### src/rtl/cpsr_bank_if.sv
// cpsr_bank bus: flag writes, exception entry/return handshake,
// and status outputs toward execute and regfile.
interface cpsr_bank_if #(
  parameter int WIDTH  = 32,
  parameter int FLAGSW = 4,
  parameter int MODEW  = 2
);
  logic [FLAGSW-1:0] should_set_cpsr;
  logic [FLAGSW-1:0] cpsrwd;
  logic              exc_req;
  logic [MODEW-1:0]  exc_mode;
  logic              eret_req;
  logic              exc_ack;
  logic              eret_ack;
  logic              err;
  logic              busy;
  logic [WIDTH-1:0]  out;
  logic [WIDTH-1:0]  spsr_out;
  logic [FLAGSW-1:0] flags_fwd;

  modport master (
    output should_set_cpsr, cpsrwd,
    output exc_req, exc_mode, eret_req,
    input  exc_ack, eret_ack, err, busy,
    input  out, spsr_out, flags_fwd
  );

  modport slave (
    input  should_set_cpsr, cpsrwd,
    input  exc_req, exc_mode, eret_req,
    output exc_ack, eret_ack, err, busy,
    output out, spsr_out, flags_fwd
  );
endinterface

### src/rtl/cpsr_bank.sv
// Program-status register with banked SPSRs and a small
// FSM sequencing exception entry and return.
module cpsr_bank #(
  parameter int WIDTH       = 32,
  parameter int FLAGSW      = 4,
  parameter int FLAGS_START = 28,
  parameter int MODEW       = 2,
  parameter int IMASK_BIT   = 7,
  parameter int NBANK       = 2,
  parameter int RESET_MODE  = 1
) (
  input  logic        clk,
  input  logic        rst,
  cpsr_bank_if.slave  bus
);
  localparam int FHI = FLAGS_START + FLAGSW - 1;
  localparam logic [MODEW-1:0] NB = MODEW'(NBANK);
  localparam logic [WIDTH-1:0] RST_CPSR =
    (WIDTH'(1) << IMASK_BIT) | WIDTH'(RESET_MODE);

  typedef enum logic [1:0] {
    S_IDLE,
    S_ENTER,
    S_RETURN
  } state_e;

  state_e            state_q, state_d;
  logic [WIDTH-1:0]  cpsr_q, cpsr_d;
  logic [WIDTH-1:0]  spsr_q [NBANK];
  logic [WIDTH-1:0]  spsr_d [NBANK];
  logic [MODEW-1:0]  tgt_q, tgt_d;

  logic [FLAGSW-1:0] cur_flags;
  logic [FLAGSW-1:0] merged;
  logic [MODEW-1:0]  cur_mode;
  logic [WIDTH-1:0]  cpsr_wr;
  logic [WIDTH-1:0]  spsr_sel;
  logic              exc_ok;

  assign cur_flags = cpsr_q[FHI:FLAGS_START];
  assign cur_mode  = cpsr_q[MODEW-1:0];
  assign merged    = (cur_flags & ~bus.should_set_cpsr)
                   | (bus.cpsrwd & bus.should_set_cpsr);
  assign exc_ok    = bus.exc_req
                   && (bus.exc_mode != '0)
                   && (bus.exc_mode <= NB);

  // CPSR with this cycle's flag write merged in
  always_comb begin
    cpsr_wr = cpsr_q;
    cpsr_wr[FHI:FLAGS_START] = merged;
  end

  // SPSR of the current mode; user mode has none
  always_comb begin
    spsr_sel = '0;
    for (int b = 0; b < NBANK; b++)
      if (cur_mode == MODEW'(b + 1))
        spsr_sel = spsr_q[b];
  end

  // state register
  always_ff @(posedge clk) begin
    if (rst) state_q <= S_IDLE;
    else     state_q <= state_d;
  end

  // next state: entry beats return when both pending
  always_comb begin
    state_d = state_q;
    unique case (state_q)
      S_IDLE: begin
        if (exc_ok)            state_d = S_ENTER;
        else if (bus.eret_req) state_d = S_RETURN;
      end
      S_ENTER:  state_d = S_IDLE;
      S_RETURN: state_d = S_IDLE;
      default:  state_d = S_IDLE;
    endcase
  end

  // FSM outputs; pulses suppressed while reset is applied
  always_comb begin
    bus.busy      = (state_q != S_IDLE);
    bus.exc_ack   = (state_q == S_ENTER) && !rst;
    bus.eret_ack  = (state_q == S_RETURN) && !rst;
    bus.err       = (state_q == S_RETURN) && !rst
                  && (cur_mode == '0);
    bus.out       = cpsr_q;
    bus.spsr_out  = spsr_sel;
    bus.flags_fwd = (state_q == S_IDLE) ? merged
                                        : cur_flags;
  end

  // datapath next values for CPSR, SPSR banks and target
  always_comb begin
    cpsr_d = cpsr_q;
    spsr_d = spsr_q;
    tgt_d  = tgt_q;
    unique case (state_q)
      S_IDLE: begin
        cpsr_d = cpsr_wr;
        if (exc_ok) begin
          tgt_d = bus.exc_mode;
          for (int b = 0; b < NBANK; b++)
            if (bus.exc_mode == MODEW'(b + 1))
              spsr_d[b] = cpsr_wr;
        end
      end
      S_ENTER: begin
        cpsr_d[MODEW-1:0] = tgt_q;
        cpsr_d[IMASK_BIT] = 1'b1;
      end
      S_RETURN: begin
        if (cur_mode != '0) cpsr_d = spsr_sel;
      end
      default: cpsr_d = cpsr_q;
    endcase
  end

  // datapath registers
  always_ff @(posedge clk) begin
    if (rst) begin
      cpsr_q <= RST_CPSR;
      tgt_q  <= '0;
      for (int b = 0; b < NBANK; b++)
        spsr_q[b] <= '0;
    end else begin
      cpsr_q <= cpsr_d;
      tgt_q  <= tgt_d;
      for (int b = 0; b < NBANK; b++)
        spsr_q[b] <= spsr_d[b];
    end
  end
endmodule

### src/flat_wrapper.sv
// flat-port wrapper written by rule: the top's interface ports become plain ports
module cpsr_bank_flat 
#(
  parameter int WIDTH       = 32,
  parameter int FLAGSW      = 4,
  parameter int FLAGS_START = 28,
  parameter int MODEW       = 2,
  parameter int IMASK_BIT   = 7,
  parameter int NBANK       = 2,
  parameter int RESET_MODE  = 1
)
  (clk, rst, bus_should_set_cpsr, bus_cpsrwd, bus_exc_req, bus_exc_mode, bus_eret_req, bus_exc_ack, bus_eret_ack, bus_err, bus_busy, bus_out, bus_spsr_out, bus_flags_fwd);
  cpsr_bank_if #(.WIDTH(WIDTH), .FLAGSW(FLAGSW), .MODEW(MODEW)) bus_i ();
  input  logic clk;
  input  logic rst;
  input wire logic [$bits(bus_i.should_set_cpsr)-1:0] bus_should_set_cpsr;
  input wire logic [$bits(bus_i.cpsrwd)-1:0] bus_cpsrwd;
  input wire logic [$bits(bus_i.exc_req)-1:0] bus_exc_req;
  input wire logic [$bits(bus_i.exc_mode)-1:0] bus_exc_mode;
  input wire logic [$bits(bus_i.eret_req)-1:0] bus_eret_req;
  output wire logic [$bits(bus_i.exc_ack)-1:0] bus_exc_ack;
  output wire logic [$bits(bus_i.eret_ack)-1:0] bus_eret_ack;
  output wire logic [$bits(bus_i.err)-1:0] bus_err;
  output wire logic [$bits(bus_i.busy)-1:0] bus_busy;
  output wire logic [$bits(bus_i.out)-1:0] bus_out;
  output wire logic [$bits(bus_i.spsr_out)-1:0] bus_spsr_out;
  output wire logic [$bits(bus_i.flags_fwd)-1:0] bus_flags_fwd;
  assign bus_i.should_set_cpsr = bus_should_set_cpsr;
  assign bus_i.cpsrwd = bus_cpsrwd;
  assign bus_i.exc_req = bus_exc_req;
  assign bus_i.exc_mode = bus_exc_mode;
  assign bus_i.eret_req = bus_eret_req;
  assign bus_exc_ack = bus_i.exc_ack;
  assign bus_eret_ack = bus_i.eret_ack;
  assign bus_err = bus_i.err;
  assign bus_busy = bus_i.busy;
  assign bus_out = bus_i.out;
  assign bus_spsr_out = bus_i.spsr_out;
  assign bus_flags_fwd = bus_i.flags_fwd;
  cpsr_bank #(.WIDTH(WIDTH), .FLAGSW(FLAGSW), .FLAGS_START(FLAGS_START), .MODEW(MODEW), .IMASK_BIT(IMASK_BIT), .NBANK(NBANK), .RESET_MODE(RESET_MODE)) u_core (.clk(clk), .rst(rst), .bus(bus_i));
endmodule
### config.mk
export PLATFORM = sky130hd
export DESIGN_NAME = cpsr_bank_flat
export DESIGN_NICKNAME = d
export VERILOG_FILES = /design/src/rtl/cpsr_bank_if.sv /design/src/rtl/cpsr_bank.sv /design/src/flat_wrapper.sv
export SDC_FILE = /design/constraint.sdc
export NUM_CORES = 1
export LEC_CHECK = 0
export ABC_AREA = 1
export CAP_MARGIN = 20
export CORE_MARGIN = 3
export CORE_UTILIZATION = 50
export CTS_CLUSTER_SIZE = 30
export DETAILED_ROUTE_END_ITERATION = 7
export GPL_ROUTABILITY_DRIVEN = 0
export PLACE_DENSITY_LB_ADDON = 0.1
export SLEW_MARGIN = 25
export SYNTH_ARGS = -nofsm -noshare
export SYNTH_HDL_FRONTEND = slang
export SYNTH_SLANG_ARGS = --single-unit
### constraint.sdc
create_clock -name clk -period 1.5 [get_ports clk]
set_input_delay 0.45 -clock clk [delete_from_list [all_inputs] [get_ports clk]]
set_output_delay 0.45 -clock clk [all_outputs]
set_load 0.03 [all_outputs]
==> summary.md <==
| Metric | Value |
|---|---|
| M3 GR Usage | 0.0417 |
| Layout cells sized above 1 | 0.415 |
| Drt first pass iters | 8 |
| Synthesized area per cell | 6.87 µm² |
| Initial Utilization | 0.525 |
| Port buffer count | 85 |
| DR WL/cell | 18.3 µm |
| Most used routing layer in global routing | met2 |
| Drt initial violations | 393 |
| Maximum clock frequency | 0.500 GHz |
| Final Skew | 13.5 ps |
| Max clock buf depth | 2 |
| Clk_lat worst skew | around 380 ps |
| Max Cap Viol | 0 |
| GRT Overall Usage | 0.270 |
| Max_slew headroom | 0.790 |
| FFs w/ async S/R, synth | 0 |
| R2r worst-path depth | 9 |
| Core outline area | 8420 µm² |
| Initial antenna violation count | 0 |
| Layout overhead on the synthesized area | 64.1% |
| Mapped Cells | 644 |
| Post-synth EDFFs | 0 |
| Clock root buffer | clkbuf_8 |
| Worst EP arrival | approximately 1600 ps |
| Status | finished with violations |
| Crit share post-route | 1.33 |
| Sink Count | 100 |
| Crit-path cells | inv_6 -> nor2_4 -> inv_6 -> buf_12 -> o21ai_4 -> buf_6 |
| R2R Path End | u_core.spsr_q[8]$_SDFFE_PP0P_ |
| Yosys reg bits | 100 |
| Row Count | 33 |
| Minimum clock period | 2000 ps |
| Crit path launch type | register |
| Hold Path End | u_core.bus.out[30]$_SDFFE_PP0P_ |
| Vias in the first global route | 4646 |
| N_diodes | 0 |
| Largest net degree at the start of global routing | 43 |
| Final Hold Vio Count | 0 |
| GR Util met2 | 0.477 |
| R2R Path Start | u_core.state_q[0]$_SDFFE_PP0P_ |
| Clock share of power | 0.276 |
| Congestion Overflow GR | 0 |
| Yosys cell types | 26 |
| Vias | 5205 |
| Die W | 100 µm |
| CP Class | register to output port |
| Die H | 100 µm |
| Logic pwr share | 0.289 |
| Final ANT Viol Nets | 0 |
| Synth warn | 0 |
| DRC viols | 0 |
| Worst path slowest cell | dfxtp_4 |
| Fin nets | 836 |
| Worst-path clk slew | 100 ps |
| Crit-path leading delay family | buffers and inverters |
| Flop pwr share | 0.436 |
| Fillers | 445 |
| Power per cell area | 920 nW/µm² |
| Maximum VDD drop | 653 µV |
| Hold Path Class | input pin to register |
| Crit path largest cell delay | ~410 ps |
| # IOs | 86 |
| Die footprint | 10000 µm² |
| Sequential area share after synthesis | 0.452 |
| RSZ-0062 raised after global routing | yes |
| Worst EP required | 1050 ps |
| Setup WS post-layout | -500 ps |
| Ys flop type | dfxtp_1 |
| Hold Path Origin | rst |
| Critical path startpoint | u_core.bus.out[1]$_SDFFE_PP0P_ |
| Via-to-Cell Ratio | 5.58 |
| Finish-stage setup viols | between 100 and 150 |
| P_leak | 3.31 nW |
| NetSw | ~2.3 mW |
| Detailed Place HPWL | about 8300 µm |
| Worst path bufs/invs | 4 |
| Reg2reg setup slack | -180 ps |
| Final slew viol count | 0 |
| Switching share of total power | 0.341 |
| First-pass GRT wire length | 21900 µm |
| Crit path max fanout | 5 |
| Syn Nets | between 600 and 700 |
| Worst Tran Pin Value | 316 ps |
| Most numerous cell on the critical path | inv_6 |
| WHS Path Cells | 2 |
| Post-Syn Area | roughly 4400 µm² |
| P_int | ~4.4 mW |
| Total CTS buffers | 9 |
| Total routed wirelength | 17000 µm |
| Total power | 6.68 mW |
| Cts hold-fix bufs | 0 |
| TritonCTS clock tree | done |
| M1 GR Usage | 0.330 |
| H-tree levels | 3 |
| Final Util | 0.862 |
| Critical Path End Type | output port |
| Failing checks | negative setup slack |
-- cell families (layout without fill, tap and decap cells) --
| group | after synthesis | in the layout | synth area share |
|---|---|---|---|
| simple gates | 349 | 350 | 0.315 |
| xor+xnor | 1 | 1 | 0.00198 |
| compound gates | 100 | 100 | 0.122 |
| buf+inv | 94 | 276 | 0.108 |
| flops | 100 | 100 | 0.452 |
-- final cells by class --
| type | count | area (µm²) | share of cell area |
|---|---|---|---|
| Timing Repair Buffer | 200 | 1990 | 0.274 |
| Tap cell | 105 | 131 | 0.0181 |
| Clock inverter | 7 | 81.3 | 0.0112 |
| Timing Repair inverter | 2 | 27.5 | 0.00379 |
| Sequential cell | 100 | 2020 | 0.278 |
| Inverter | 58 | 253 | 0.0348 |
| Multi-Input combinational cell | 451 | 2630 | 0.363 |
| Clock buffer | 9 | 124 | 0.0171 |
-- power by group through the flow --
stage / Combinational, mW / Clock [mW] / Sequential, mW
2_1_floorplan: 0.722 / 0 / 3.09
3_3_place_gp: 1.39 / 0 / 2.94
3_5_place_dp: 1.42 / 0 / 2.95
4_1_cts: 1.59 / 1.82 / 2.89
5_1_grt: 2.03 / 1.96 / 2.92
6_report: 1.93 / 1.84 / 2.91
-- worst max-delay path by stage --
stage	slack, ps	to	depth (start not counted)
after floorplan	-160	bus_spsr_out[13]	6
after global placement	-330	bus_flags_fwd[0]	6
after detailed placement	-370	bus_flags_fwd[0]	6
after CTS	-450	bus_spsr_out[25]	6
after global routing	-540	bus_spsr_out[10]	6
final	-500	bus_spsr_out[8]	6
-- state kept, by name, indices dropped and copies added, names as in the netlist --
register,count
u_core.spsr_q,64
u_core.tgt_q,2
u_core.state_q,2
u_core.bus.out,32
-- routing by layer --
metal	vias up	share of wire
met2	284	0.52
li1	2344	-
met1	2498	0.36
met4	0	0.049
met3	79	0.071
met5	-	0
-- what timing repair did --
action,CTS,global route
resized for setup,164,137
cloned,1,5
endpoints found under the setup margin,75,131
buffers inserted,26,21
endpoints found under the hold margin,0,0
pin swaps,10,34
-- through the flow --
stage	instance area [µm²]	instances	setup TNS (ps)	hold WS, ps	worst slack, ps
2_1_floorplan	4720	644	-3240	426	-161
3_3_place_gp	5960	871	-15710	436	-333
3_5_place_dp	5960	871	-18380	439	-366
4_1_cts	6690	914	-15350	431	-452
5_1_grt	7260	932	-29210	428	-536
6_report	7260	932	-22540	441	-500
-- cell usage in the layout (no fill, tap or decap), types with 14 or more instances in the layout --
cell     netlist  routed
nand2_1      196     165
dfxtp_1      100      95
nor2_1       118      91
buf_4          6      85
buf_6         11      62
inv_1         52      48
o21ai_4        0      25
a21oi_1       38      25
nand2_2        0      22
nor2_2         0      17
o21ai_1       26      16
nand3_1       25      15
nor2_4         4      14
a21oi_2        1      14
buf_2         11      14
-- synthesized netlist by cell type (all sizes together), types with 7 or more instances --
| library cell | count | area [µm²] |
|---|---|---|
| nand3 | 26 | 135 |
| dfxtp | 100 | 2000 |
| buf | 29 | 228 |
| nand2 | 197 | 747 |
| o21ai | 60 | 334 |
| a21oi | 39 | 199 |
| inv | 58 | 225 |
| clkbuf | 7 | 26.3 |
| nor2 | 122 | 488 |
Note: power is estimated with default switching activity, not from simulation.
==> RTL change: new RTL, same flow settings <==
Reset style: asynchronous (`rst`), changed in 2 clocked blocks.
--- a/src/rtl/cpsr_bank.sv
+++ b/src/rtl/cpsr_bank.sv
@@ -60,7 +60,7 @@
   end
 
   // state register
-  always_ff @(posedge clk) begin
+  always_ff @(posedge clk or posedge rst) begin
     if (rst) state_q <= S_IDLE;
     else     state_q <= state_d;
   end
@@ -119,7 +119,7 @@
   end
 
   // datapath registers
-  always_ff @(posedge clk) begin
+  always_ff @(posedge clk or posedge rst) begin
     if (rst) begin
       cpsr_q <= RST_CPSR;
       tgt_q  <= '0;
Behaviour: differs if rst is asserted again (counterexample within 4 cycles, from zero or initial values and one cycle with rst high); with rst held inactive, the same outputs for 10 cycles.
==> RTL change against the original RTL <==
Critical endpoint is now bus_spsr_out[19]. Largest cell class is now sequential cells. Setup slack worse by 0.23 ns. Clock skew about the same. Critical path depth increased by 1. Final area rose by 8.0%. Maximum frequency is 10% lower. Synthesized area is 0.99% lower. Routed wire length rose by 21%. The run still ends with setup timing left. Sequential cell count unchanged.
Power is not compared: it rests on default switching activity, and its combinational part moved more than twofold at a synthesized area within 25%.
==> RTL change: results (changes against the original RTL) <==
detailed_routing:
  route.met3.wl_um: 2181  # +81%
  routedWlPerCell_um: 25.12  # +37%
  vias: 5112  # -1.8%
  wl_met1_um: 7211  # +16%
min_path:
  min_from: "u_core.spsr_q[46]"
  hold_path.class: "flop to flop"
global_route:
  track_usage_pct: 29.74  # +2.7 points
  grt_pass1_vias: 4549  # -2.1%
  grt_pass1_wl_um: 23150  # +5.7%
  grt_max_degree: 66  # +53%
place:
  hpwl_um: 6922  # -17%
  place_area_um2: 5781  # -3.1%
  place_ws_ns: -0.4478  # -0.08215 ns
sta:
  relSlewSlack_pct: 70.35  # -8.6 points
  setup_slack_ns: -0.7271  # -0.2275 ns
  setup_viol: 141  # +21%
  fin_worst_skew_ns: 0.01298  # -0.0004936 ns
run_status:
  violations: "setup timing"
  status: "complete, but fails checks"
synth:
  synth_top_cells_by_area: "dfrtp_1, nand2_1, o21ai_0"
  async_reset_ff_share_pct: 100.0  # +100 points
  synthTopCellsByCount: "nand2_1, dfrtp_1, o21ai_0"
critical_path:
  reg2reg_from: "u_core.bus.out[0]"
cells_and_area:
  drive_gt1_share_pct: 55.29  # +14 points
  nets: 728  # -13%
RTL change: cell types whose count changed after synthesis, sizes merged, moves of 3 or more:
cell    unedited run  this run
nor2             122         6
dfxtp            100         0
dfrtp              0        98
a21oi             39         0
o21ai             60        95
nand2            197       214
inv               58        45
buf               29        23
clkbuf             7         4
RTL change: cell type report:
cell class / instances / area [um^2] / area share (%)
inverters: 45 / 212.7 / 2.713
well taps: 105 / 131.4 / 1.676
clock buffers: 9 / 123.9 / 1.580
multi-input cells: 351 / 2467 / 31.48
repair buffers: 207 / 2281 / 29.10
clock inverters: 6 / 111.4 / 1.421
flip-flops and latches: 100 / 2511 / 32.04
RTL change: path summary, 6_finish.rpt:
check | to | slack [ns] | depth (start not counted)
max | bus_spsr_out[19] | -0.73 | 7
min | u_core.spsr_q[46] | 0.51 | 2
max reg2reg | u_core.bus.out[29] | -0.53 | 14
min reg2reg | u_core.spsr_q[46] | 0.51 | 2
max in group asynchronous | u_core.bus.out[7] | 0.61 | 4
min in group asynchronous | u_core.tgt_q[1] | 0.65 | 4
RTL change: cell families (layout without fill, tap and decap cells):
family,count (synthesis),count (layout),synth area share [%]
buf+inv,72,267,7.741
simple gates,255,256,23.71
flops,100,100,57.18
compound gates,95,95,11.37
RTL change: what timing repair did:
item                       4_1_cts  5_1_grt
pin swaps                       32        8
hold buffers                     0        0
setup endpoints to repair       99      157
buffers inserted                52        9
cloned                          10       16
gates resized for setup        248      192
RTL change: where the power goes:
| part | total [uW] | switching [uW] | internal [uW] |
|---|---|---|---|
| clock network | 2140 | 1040 | 1100 |
| logic | 4360 | 2420 | 1940 |
| registers | 3270 | 319 | 2950 |
| total | 9770 | 3780 | 5990 |
RTL change: through the flow:
stage | utilization (%) | instances | hold slack (ns) | setup TNS (ns)
after floorplan | - | 522 | 0.4419 | -19.76
after global placement | 68.97 | 725 | 0.4618 | -31.83
after detailed placement | 68.97 | 725 | 0.4641 | -33.76
after CTS | 84.59 | 802 | 0.4918 | -37.54
after global routing | 93.52 | 823 | 0.5260 | -48.98
final | 93.52 | 823 | 0.5053 | -43.90
RTL change: worst max-delay path, cell delays in order (launching register included):
cell     delay, ns
dfstp_2       0.57
buf_6         0.10
inv_4         0.03
nor2_4        0.14
buf_12        0.19
nand2_1       0.13
nand2_4       0.08
buf_4         0.15
RTL change: layer usage:
layer  GRT usage (%)  vias up
met1           37.09     2467
met3           5.750      148
met2           52.12      433
met4           9.559        0
met5               0        -
li1                -     2064
